===== config.mk =====
export PLATFORM = sky130hd
export DESIGN_NAME = fft8_bitrev_reorder
export DESIGN_NICKNAME = d
export VERILOG_FILES = /design/src/rtl/fft8_pkg.sv /design/src/rtl/fft8_reorder_bank.sv /design/src/rtl/fft8_bitrev_reorder.sv
export SDC_FILE = /design/constraint.sdc
export NUM_CORES = 1
export LEC_CHECK = 0
export ABC_AREA = 0
export CORE_ASPECT_RATIO = 1.75
export CORE_UTILIZATION = 55
export CTS_CLUSTER_SIZE = 25
export DETAILED_ROUTE_END_ITERATION = 8
export DONT_BUFFER_PORTS = 1
export MAX_ROUTING_LAYER = met4
export PLACE_DENSITY = 0.79
export SYNTH_ARGS = -nofsm -noshare
export SYNTH_HDL_FRONTEND = slang
export SYNTH_SLANG_ARGS = --single-unit

===== constraint.sdc =====
create_clock -name clk -period 9.7 [get_ports clk]
set_clock_uncertainty 0.1 [all_clocks]
set_input_delay 1.94 -clock clk [delete_from_list [all_inputs] [get_ports clk]]
set_output_delay 1.94 -clock clk [all_outputs]
set_load 0.005 [all_outputs]

===== src/rtl/fft8_pkg.sv =====
// Shared types and helpers for the 8-point FFT output reorder path.
package fft8_pkg;
  localparam int DW    = 16;
  localparam int LOG2N = 3;
  localparam int N     = 1 << LOG2N;

  typedef struct packed {
    logic signed [DW-1:0] re;
    logic signed [DW-1:0] im;
  } cplx_t;

  function automatic logic [LOG2N-1:0] bitrev(input logic [LOG2N-1:0] a);
    logic [LOG2N-1:0] r;
    for (int k = 0; k < LOG2N; k++) r[k] = a[LOG2N-1-k];
    return r;
  endfunction
endpackage


===== src/rtl/fft8_reorder_bank.sv =====
// N-entry complex register file: one synchronous write port, one combinational read port.
module fft8_reorder_bank
  import fft8_pkg::*;
(
  input  logic             clk,
  input  logic             wr_en,
  input  logic [LOG2N-1:0] wr_addr,
  input  cplx_t            wr_data,
  input  logic [LOG2N-1:0] rd_addr,
  output cplx_t            rd_data
);
  cplx_t mem_q [N];
  cplx_t mem_d [N];

  always_comb begin
    mem_d = mem_q;
    if (wr_en) mem_d[wr_addr] = wr_data;
  end

  // Sample storage carries no reset; validity is tracked by the owner's bank_full flags.
  always_ff @(posedge clk) begin
    mem_q <= mem_d;
  end

  assign rd_data = mem_q[rd_addr];
endmodule


===== src/rtl/fft8_bitrev_reorder.sv =====
// Ping-pong reorder buffer: bit-reversed FFT results in, natural bin order out, 1 sample/cycle.
module fft8_bitrev_reorder
  import fft8_pkg::*;
#(
  parameter int DW    = fft8_pkg::DW,
  parameter int LOG2N = fft8_pkg::LOG2N
) (
  input  logic                 clk,
  input  logic                 rst,
  input  logic                 in_valid,
  output logic                 in_ready,
  input  logic signed [DW-1:0] in_r,
  input  logic signed [DW-1:0] in_i,
  output logic                 out_valid,
  input  logic                 out_ready,
  output logic signed [DW-1:0] out_r,
  output logic signed [DW-1:0] out_i,
  output logic [LOG2N-1:0]     out_index,
  output logic                 out_last
);
  localparam logic [LOG2N-1:0] CNT_MAX = '1;

  logic [1:0]       bank_full_q, bank_full_d;
  logic             wr_bank_q, wr_bank_d;
  logic             rd_bank_q, rd_bank_d;
  logic [LOG2N-1:0] wr_cnt_q, wr_cnt_d;
  logic [LOG2N-1:0] rd_cnt_q, rd_cnt_d;

  logic  [1:0] bank_wr_en;
  cplx_t       wr_sample;
  cplx_t       rd_data [2];
  cplx_t       rd_sel;
  logic        in_fire, out_fire;

  assign in_ready  = !bank_full_q[wr_bank_q];
  assign out_valid = bank_full_q[rd_bank_q];
  assign in_fire   = in_valid && in_ready;
  assign out_fire  = out_valid && out_ready;
  assign wr_sample = '{re: in_r, im: in_i};

  assign bank_wr_en[0] = in_fire && (wr_bank_q == 1'b0);
  assign bank_wr_en[1] = in_fire && (wr_bank_q == 1'b1);

  for (genvar b = 0; b < 2; b++) begin : g_bank
    fft8_reorder_bank u_bank (
      .clk     (clk),
      .wr_en   (bank_wr_en[b]),
      .wr_addr (bitrev(wr_cnt_q)),
      .wr_data (wr_sample),
      .rd_addr (rd_cnt_q),
      .rd_data (rd_data[b])
    );
  end

  always_comb begin
    rd_sel    = rd_data[rd_bank_q];
    out_r     = '0;
    out_i     = '0;
    out_index = '0;
    out_last  = 1'b0;
    if (out_valid) begin
      out_r     = rd_sel.re;
      out_i     = rd_sel.im;
      out_index = rd_cnt_q;
      out_last  = (rd_cnt_q == CNT_MAX);
    end
  end

  // Write completion and read drain in one edge always hit different banks, so both apply.
  always_comb begin
    bank_full_d = bank_full_q;
    wr_bank_d   = wr_bank_q;
    rd_bank_d   = rd_bank_q;
    wr_cnt_d    = wr_cnt_q;
    rd_cnt_d    = rd_cnt_q;
    if (in_fire) begin
      wr_cnt_d = wr_cnt_q + 1'b1;
      if (wr_cnt_q == CNT_MAX) begin
        bank_full_d[wr_bank_q] = 1'b1;
        wr_bank_d              = !wr_bank_q;
      end
    end
    if (out_fire) begin
      rd_cnt_d = rd_cnt_q + 1'b1;
      if (rd_cnt_q == CNT_MAX) begin
        bank_full_d[rd_bank_q] = 1'b0;
        rd_bank_d              = !rd_bank_q;
      end
    end
  end

  always_ff @(posedge clk) begin
    if (rst) begin
      bank_full_q <= '0;
      wr_bank_q   <= 1'b0;
      rd_bank_q   <= 1'b0;
      wr_cnt_q    <= '0;
      rd_cnt_q    <= '0;
    end else begin
      bank_full_q <= bank_full_d;
      wr_bank_q   <= wr_bank_d;
      rd_bank_q   <= rd_bank_d;
      wr_cnt_q    <= wr_cnt_d;
      rd_cnt_q    <= rd_cnt_d;
    end
  end
endmodule


==> out/metrics.yaml, run 1 <==
floorplanning:
  initial_utilization: 0.561
  die_y_um: 256
  die_width_um: 147
  core_um2: 36100
  rows: 92
  die_area_um2: 37700
  io_pins: 74
critical_path:
  crit_path_end_kind: "output port"
  start_kind: "flip-flop"
  reg2reg_to: "g_bank[1].u_bank.mem_q[117]$_DFFE_PP_"
  r2r_start: "wr_bank_q$_SDFFE_PP0P_"
  ff2ff_setup_slack_ns: 7.14
  cp_max_fo: 41
  crit_type: "flip-flop to output port"
  arrival_ns: 3.84
  r2r_cells: 3
  crit_required_ns: 7.66
hold_path:
  holdPathEnd: "wr_cnt_q[1]$_SDFFE_PP0N_"
  hold_depth: 2
  hold_class: "flip-flop to flip-flop"
  min_from: "wr_cnt_q[1]$_SDFFE_PP0N_"
finish:
  multi_input_area_um2: 4440
  nNetsFinal: 1064
  utilization: 0.617
  final_area_um2: 22300
  register_area_um2: 15600
  nFillCells: 2391
  drive_above_1_share: 0.199
  diodes: 0
  synthToLayoutAreaGrowth_pct: 9.90
power:
  swShare: 0.187
  p_clk_frac: 0.413
  power.total_w: 0.00439
  leakagePower_nw: 6.60
  seqPwrFrac: 0.573
  powerDensity_nw_per_um2: 197
  p_switching_w: 0.000822
  combPwrFrac: 0.014
  p_int_w: 0.00357
  ir_drop_mv: 0.114
cts:
  post-cts-setup-buffers: 0
  clock-sinks: 522
  clk_latency_ns: 0.56
  tritoncts: "built"
  post_cts_resized: 0
  ctsLongestPathBuffers: 3
  clk_pin_slew_ns: 0.07
  htreeDepth: 2
  postCtsHoldBufs: 0
  cts_root_buf: "clkbuf_16"
  cts_buffers: 42
logic_synthesis:
  yosys_most_used_dff: "edfxtp_1"
  synth_top_area_frac: 0.758
  synth.yosys.seq_area_share: 0.768
  netlist_instances: 1008
  yosysMostFrequentCell: "edfxtp_1"
  avgSynthCellArea_um2: 20.1
  synth_top_cell_by_area: "edfxtp_1"
  ys_ff_latch: 522
  async_reset_ff_frac: 0
  synth.distinct_cells: 32
  synthTopCellsByArea: "edfxtp_1, mux4_2, mux2i_1"
  syn_area_um2: 20300
  synth_edf_count: 512
  synth_nets: 1052
  synth_common_cells: "edfxtp_1, nand2_1, mux4_2, mux2i_1"
  ys.warnings.count: 0
global_routing:
  grtUsageMet3: 0.0474
  antenna_found_initial: 0
  grt_pass1_wl_um: 66100
  use_met1: 0.277
  grtUsageMet2: 0.441
  grtUsageTotal: 0.254
  grt_max_degree: 67
  grt_most_used_layer: "met2"
  grt_remaining_overflow: 0
  first_global_vias: 10396
detailed_routing:
  drc: 0
  antenna_left: 0
  avgViaCountPerCell: 6.55
  dr.first_iter.drc_count: 866
  wirelength_um: 45100
  drtPass1Iterations: 5
  routed-via-count: 9968
  drt-wirelength-per-cell_um: 29.6
sta:
  slew_violations: 0
  relSlewSlack: 0.267
  setup_violations: 0
  hold_viol_final: 0
  post-route-min-period_ns: 5.88
  setup_tns_ns: 0
  clock.fmax_mhz: 170
  fin_crit_sh: 0.606
  tightest_slew_ns: 1.10
  holdWs_ns: 0.404
  rsz0062_at_grt: "false"
place:
  io_buffers: 0
  dp_hpwl_um: 23800
  place.gp.congestion: 0.791
  dpl_cell_area_um2: 20800
job:
  cap_violations: 0
status:
  status: "finished clean"
-- through the flow --
step           std cells  worst slack [ns]
2_1_floorplan       1008              3.73
3_3_place_gp        1446              4.40
5_1_grt             1522              3.54
3_5_place_dp        1446              4.34
6_report            1522              3.82
4_1_cts             1522              3.76
-- sequential cells by signal, indices dropped and copies added (netlist names) --
register	count
g_bank.u_bank.mem_q	512
bank_full_q	2
wr_cnt_q	3
rd_cnt_q	3
wr_bank_q	1
rd_bank_q	1
-- cells by family (layout without fill, tap and decap cells) --
| kind of cell | count (synthesis) | in the layout | share of synthesized area |
|---|---|---|---|
| buf+inv | 64 | 108 | 0.0191 |
| flops | 522 | 522 | 0.768 |
| mux | 164 | 164 | 0.141 |
| compound gates | 72 | 72 | 0.0276 |
| xor+xnor | 3 | 3 | 0.00130 |
| simple gates | 175 | 175 | 0.0385 |
| fa+ha+maj | 8 | 8 | 0.00493 |
-- final cells by class --
class                      count  share of cell area
multi-input combinational    422               0.199
tap                          470              0.0264
clock inverter                26              0.0157
timing repair buffer          25             0.00842
clock buffer                  50              0.0499
sequential                   522               0.699
inverter                       7             0.00118
-- cell usage in the layout, fill, tap and decap left out, types with 2 or more instances in the layout --
cell type | netlist | routed
a21oi_1 | 6 | 6
a32oi_1 | 31 | 31
buf_4 | 6 | 25
bufinv_16 | 0 | 8
clkbuf_1 | 19 | 6
clkbuf_16 | 0 | 43
clkinv_1 | 0 | 6
clkinv_2 | 0 | 6
clkinvlp_4 | 0 | 2
dfxtp_1 | 10 | 7
dfxtp_4 | 0 | 2
edfxtp_1 | 512 | 512
ha_1 | 8 | 8
inv_1 | 7 | 5
inv_2 | 0 | 2
inv_6 | 0 | 2
mux2i_1 | 67 | 67
mux4_2 | 97 | 97
nand2_1 | 105 | 105
nand2b_1 | 2 | 2
nand3_1 | 4 | 4
nand4_1 | 31 | 31
nor2_1 | 19 | 7
nor2_4 | 0 | 12
nor2b_1 | 6 | 4
nor2b_4 | 0 | 2
nor3_2 | 0 | 2
o211ai_1 | 31 | 31
xnor2_1 | 2 | 2
-- per-layer routing --
| layer | vias to the layer above | routed length (um) |
|---|---|---|
| met5 | - | 0 |
| met4 | 0 | 2110 |
| met3 | 143 | 3460 |
| met2 | 505 | 24700 |
| met1 | 5167 | 14800 |
| li1 | 4153 | - |
-- worst max-delay path by stage --
stage,from,endpoint,slack [ns],cells after the start
2_1_floorplan,in_valid,g_bank[0].u_bank.mem_q[224]$_DFFE_PP_,3.73,3
3_3_place_gp,rd_cnt_q[0]$_SDFFE_PP0P_,out_i[14],4.40,5
3_5_place_dp,rd_cnt_q[0]$_SDFFE_PP0P_,out_i[14],4.34,5
4_1_cts,rd_cnt_q[0]$_SDFFE_PP0P_,out_i[14],3.76,5
5_1_grt,rd_cnt_q[0]$_SDFFE_PP0P_,out_i[14],3.54,5
6_report,rd_cnt_q[0]$_SDFFE_PP0P_,out_i[14],3.82,5
-- critical path, stage by stage (launching register included) --
cell      delay, ns
dfxtp_4        0.84
buf_4          0.72
buf_4          0.66
mux4_2         0.62
a32oi_1        0.18
o211ai_1       0.17
-- power groups by stage --
stage          combinational, W  clock [W]  sequential, W
2_1_floorplan         0.0000383          0        0.00256
3_3_place_gp          0.0000609          0        0.00256
3_5_place_dp          0.0000618          0        0.00257
4_1_cts               0.0000624    0.00183        0.00252
5_1_grt               0.0000651    0.00191        0.00252
6_report              0.0000623    0.00181        0.00252
Note: power is estimated with default switching activity, not from simulation.
==> inputs of run 2 (changes only) <==
PLACE_DENSITY = 0.82   (was 0.79)
clock period = 4.75 ns   (was 9.7 ns; I/O delays follow)
==> run 2 against run 1 <==
Against the previous run:
- first-iteration DRC count is 20% higher
- sequential share of layout area rose by 0.21 points
- routed wire length down 0.71%
- hold slack got worse by 0.063 ns
- global-route usage hardly changed
- combinational power grew 97%
- non-clock buffer count increased by 4
- count of clock-buffer cells in the layout increased by 7
- design area shrank 0.30%
- critical path depth decreased by 1
- clock power up 90%
- total power rose by 98%
- critical endpoint is now out_r[14]
==> out/metrics.yaml, run 2 (synthesis gave the netlist of run 1 again) <==
critical_path:
  crit_type: "flip-flop to output port"
  crit_required_ns: 3.70  # -3.96 ns
  cp_slowest_stage_delay_ns: 0.86  # +0.02 ns
  crit_path_end_kind: "output port"
  cp_max_fo: 65  # +59%
  path_delay_family: "buffers and inverters"
  crit_chain: "buf_4 > mux4_2 > mux2i_1 > o22ai_1"
  start_kind: "flip-flop"
  ff2ff_setup_slack_ns: 1.92  # -5.22 ns
  cp_num_buf_inv: 1  # -1
  slowest_stage: "buf_4"
  arrival_ns: 3.09  # -0.75 ns
power:
  ir_drop_mv: 0.197  # +73%
  powerDensity_nw_per_um2: 391  # +99%
  leakagePower_nw: 6.56  # -0.67%
finish:
  drive_above_1_share: 0.195  # -0.00378
  final_common_cell: "edfxtp_1"
  synthToLayoutAreaGrowth_pct: 9.57
  mostFrequentLayoutCells: "edfxtp_1, nand2_1, mux4_2"
  regMostFlops: "g_bank.u_bank.mem_q"
  final_area_um2: 22200  # -0.30%
  largest_reg_flops: 512  # unchanged
  nNetsFinal: 1068  # +0.38%
  biggestRegsByFlops: "g_bank.u_bank.mem_q: 512 flops, rd_cnt_q: 3 flops, wr_cnt_q: 3 flops"
  diodes: 0  # unchanged
sta:
  hold_viol_final: 0  # unchanged
  holdWs_ns: 0.341  # -0.0629 ns
  fin_crit_sh: 0.871
  slew_violations: 0  # unchanged
  setup_tns_ns: 0  # unchanged
  post-route-min-period_ns: 4.14
  relSlewSlack: 0.228  # -0.0388
  setup_violations: 0  # unchanged
  rsz0062_at_grt: "false"
  tightest_slew_ns: 1.16  # +0.0570 ns
  clock.fmax_mhz: 242
global_routing:
  grtUsageTotal: 0.254  # about the same
  antenna_found_initial: 0  # unchanged
  first_global_vias: 10716  # +3.1%
  grt_remaining_overflow: 0  # unchanged
  grt_pass1_wl_um: 66800  # +0.97%
  grt_max_degree: 66  # -1.5%
cts:
  cts_root_buf: "clkbuf_16"
  tritoncts: "built"
  post-cts-setup-buffers: 0  # unchanged
  cts_buffers: 42  # unchanged
  clk_pin_slew_ns: 0.08  # about the same
  ctsLongestPathBuffers: 3  # unchanged
  htreeDepth: 2  # unchanged
  clk_latency_ns: 0.56  # about the same
  clock-sinks: 522  # unchanged
  post_cts_resized: 0  # unchanged
  postCtsHoldBufs: 0  # unchanged
detailed_routing:
  drtPass1Iterations: 5  # unchanged
  wirelength_um: 44800  # -0.71%
  routed-via-count: 10141  # +1.7%
  drt-wirelength-per-cell_um: 29.3  # -1.0%
  avgViaCountPerCell: 6.64  # +1.4%
  drc: 0  # unchanged
  antenna_left: 0  # unchanged
  dr.first_iter.drc_count: 1040  # +20%
floorplanning:
  core_um2: 36100  # unchanged
  die_width_um: 147  # unchanged
  rows: 92  # unchanged
  die_area_um2: 37700  # unchanged
  io_pins: 74  # unchanged
  initial_utilization: 0.561  # unchanged
  die_y_um: 256  # unchanged
job:
  cap_violations: 0  # unchanged
place:
  place.gp.congestion: 0.796  # +0.61%
  dp_hpwl_um: 24600  # +3.2%
  io_buffers: 0  # unchanged
  dpl_cell_area_um2: 20900  # +0.31%
status:
  status: "finished clean"
hold_path:
  hold_class: "input pin to flip-flop"
-- run 2: cell count changes in the layout (fill, tap and decap cells not counted) --
cell,before,now
clkbuf_1,6,12
bufinv_16,8,3
buf_12,0,2
buf_4,25,27
clkinv_1,6,8
inv_2,2,0
clkbuf_8,1,2
clkinv_8,1,0
nor4_2,1,0
nor4_4,0,1
-- run 2: final timing paths --
kind,startpoint,to,depth (start not counted)
max,rd_cnt_q[1]$_SDFFE_PP0P_,out_r[14],4
min,rst,wr_cnt_q[1]$_SDFFE_PP0N_,1
max reg2reg,rd_cnt_q[1]$_SDFFE_PP0P_,rd_bank_q$_SDFFE_PP0P_,7
min reg2reg,wr_cnt_q[1]$_SDFFE_PP0N_,wr_cnt_q[1]$_SDFFE_PP0N_,2
-- run 2: per-layer routing --
layer  share of wire  GRT usage  wire (um)  vias up
met5               0          -          0        -
met4           0.049      0.132       2220        0
met3           0.079     0.0462       3540      141
met2            0.54      0.433      24200      548
met1            0.33      0.283      14800     5283
li1                -          -          -     4169
-- run 2: final cells by class --
| cell class | instances | area [um2] |
|---|---|---|
| sequential | 522 | 15600 |
| fill | 2371 | 13900 |
| multi-input combinational | 422 | 4450 |
| clock buffer | 57 | 1150 |
| tap | 470 | 588 |
| timing repair buffer | 29 | 243 |
| clock inverter | 20 | 184 |
| inverter | 7 | 26.3 |
-- run 2: through the flow --
step / cells / utilization / power, W / setup WS [ns]
6_report: 1527 / 0.615 / 0.00870 / 0.613
5_1_grt: 1527 / 0.615 / 0.00888 / 0.532
4_1_cts: 1527 / 0.615 / 0.00872 / 0.556
3_5_place_dp: 1450 / 0.578 / 0.00536 / 1.19
3_3_place_gp: 1450 / 0.578 / 0.00535 / 1.20
2_1_floorplan: 1008 / - / 0.00532 / 0.600
-- run 2: worst register-to-register path, delay by kind of cell (launching register included) --
family	cells	cell delay (ns)
buf+inv	1	0.87
flops	1	0.73
xor+xnor	1	0.15
compound gates	1	0.17
fa+ha+maj	2	0.54
simple gates	2	0.16
-- run 2: report_power, final --
part           switching, W  leakage [nW]  internal, W
Combinational     0.0000803          1.20    0.0000431
Sequential        0.0000186          4.71      0.00512
Clock               0.00156         0.647      0.00187
==> inputs of run 3 (changes only) <==
MAX_ROUTING_LAYER = default   (was met4)
PLACE_DENSITY = 0.79   (was 0.82)
clock period = 5.08 ns   (was 4.75 ns; I/O delays follow)
==> run 3 against run 2 <==
Against the previous run:
- routed wire length decreased by 2.5%
- core utilization fell by 0.23 points
- flip-flop and latch count unchanged
- critical path depth stayed put
- count of clock-buffer cells in the layout decreased by 3
- sequential share of layout area grew 0.27 points
- design area shrank 0.38%
- register-to-register slack gained 0.57 ns
- sequential power down 6.6%
- clock power is 8.2% lower
- global-route usage shrank 1.6 points
- die area is the same
- largest cell class unchanged
==> out/metrics.yaml, run 3 (synthesis gave the netlist of run 1 again) <==
sta:
  slew_violations: 0  # unchanged
  rsz0062_at_grt: "false"
  setup_tns_ns: 0  # unchanged
  setup_violations: 0  # unchanged
  post-route-min-period_ns: 4.35
  tightest_slew_ns: 1.18  # +0.0206 ns
  hold_viol_final: 0  # unchanged
  relSlewSlack: 0.214  # -0.0138
  clock.fmax_mhz: 230
  fin_crit_sh: 0.857
critical_path:
  cp_max_fo: 53  # -18%
  arrival_ns: 3.24  # +0.15 ns
  critPathLaunch: "rd_cnt_q[1]$_SDFFE_PP0P_"
  crit_required_ns: 3.96  # +0.26 ns
  r2r_cells: 3  # -4
  start_kind: "flip-flop"
  crit_path_end_kind: "output port"
  reg2reg_to: "g_bank[1].u_bank.mem_q[170]$_DFFE_PP_"
  ff2ff_setup_slack_ns: 2.49  # +0.57 ns
  r2r_start: "wr_bank_q$_SDFFE_PP0P_"
  crit_type: "flip-flop to output port"
place:
  dp_hpwl_um: 24400  # -0.79%
  io_buffers: 0  # unchanged
  place.gp.congestion: 0.815  # +2.3%
detailed_routing:
  dr.first_iter.drc_count: 896  # -14%
  avgViaCountPerCell: 6.53  # -1.7%
  wirelength_um: 43700  # -2.5%
  routed-via-count: 9917  # -2.2%
  drt-wirelength-per-cell_um: 28.7  # -2.0%
  drtPass1Iterations: 5  # unchanged
  drc: 0  # unchanged
  antenna_left: 0  # unchanged
power:
  leakagePower_nw: 6.51  # -0.72%
  powerDensity_nw_per_um2: 365  # -6.8%
  ir_drop_mv: 0.263  # +34%
  power.total_w: 0.00807  # -7.2%
finish:
  utilization: 0.613  # -0.00232
  final_common_cell: "edfxtp_1"
  biggestRegsByFlops: "g_bank.u_bank.mem_q: 512 flops, rd_cnt_q: 3 flops, wr_cnt_q: 3 flops"
  nNetsFinal: 1063  # -0.47%
  drive_above_1_share: 0.188  # -0.00709
  largest_reg_flops: 512  # unchanged
  synthToLayoutAreaGrowth_pct: 9.16
  diodes: 0  # unchanged
  regMostFlops: "g_bank.u_bank.mem_q"
  mostFrequentLayoutCells: "edfxtp_1, nand2_1, mux4_2"
cts:
  clock-sinks: 522  # unchanged
  post_cts_resized: 0  # unchanged
  post-cts-setup-buffers: 0  # unchanged
  postCtsHoldBufs: 0  # unchanged
  cts_root_buf: "clkbuf_16"
  clk_latency_ns: 0.56  # about the same
  cts_buffers: 42  # unchanged
  clk_pin_slew_ns: 0.07  # about the same
  tritoncts: "built"
  ctsLongestPathBuffers: 3  # unchanged
  htreeDepth: 2  # unchanged
global_routing:
  grt_max_degree: 54  # -18%
  grt_remaining_overflow: 0  # unchanged
  grt_pass1_wl_um: 64600  # -3.2%
  first_global_vias: 10495  # -2.1%
  grtUsageTotal: 0.238  # -0.0157
  antenna_found_initial: 0  # unchanged
hold_path:
  min_from: "wr_cnt_q[1]$_SDFFE_PP0N_"
  holdPathEnd: "wr_cnt_q[1]$_SDFFE_PP0N_"
  hold_depth: 2  # +1
  hold_class: "flip-flop to flip-flop"
floorplanning:
  rows: 92  # unchanged
  die_width_um: 147  # unchanged
  initial_utilization: 0.561  # unchanged
  io_pins: 74  # unchanged
  core_um2: 36100  # unchanged
  die_area_um2: 37700  # unchanged
  die_y_um: 256  # unchanged
status:
  status: "finished clean"
job:
  cap_violations: 0  # unchanged
[run 3: area by class of cell]
type	instances	area, um2
clock buffers	54	1120
clock inverters	20	178
fillers	2428	14000
inverters	7	26.3
multi-input cells	422	4440
flip-flops and latches	522	15600
well taps	470	588
repair buffers	24	205
[run 3: routing by layer]
layer,routed length [um],GRT usage,up-vias
met5,0,0,-
met4,2030,0.127,0
met3,3280,0.0488,128
met2,23500,0.415,486
met1,14900,0.274,5143
li1,-,-,4160
[run 3: stage by stage]
| step | cells | setup WS, ns | instance area (um2) | hold slack [ns] |
|---|---|---|---|---|
| 6_report | 1519 | 0.729 | 22100 | 0.404 |
| 2_1_floorplan | 1008 | 0.0315 | 20300 | 0.370 |
| 3_3_place_gp | 1445 | 1.42 | 20800 | 0.383 |
| 5_1_grt | 1519 | 0.550 | 22100 | 0.401 |
| 3_5_place_dp | 1445 | 1.30 | 20800 | 0.400 |
| 4_1_cts | 1519 | 0.695 | 22100 | 0.395 |
[run 3: critical path, cell delays in order, from the launching register on]
cell      delay (ns)
dfxtp_4         0.91
nor2b_4         1.05
nand2_1         0.22
a32oi_1         0.29
o211ai_1        0.18
[run 3: power breakdown]
group          total (W)  leakage [nW]  internal, W  switching, W
registers        0.00480          4.71      0.00479     0.0000156
clock network    0.00315         0.618      0.00171       0.00144
logic           0.000115          1.18    0.0000411     0.0000741
[run 3: worst max-delay path by stage]
stage | endpoint | slack [ns]
6_report | out_i[13] | 0.73
5_1_grt | out_i[13] | 0.55
4_1_cts | out_i[13] | 0.69
3_5_place_dp | out_i[13] | 1.30
3_3_place_gp | out_i[5] | 1.42
2_1_floorplan | g_bank[0].u_bank.mem_q[224]$_DFFE_PP_ | 0.03
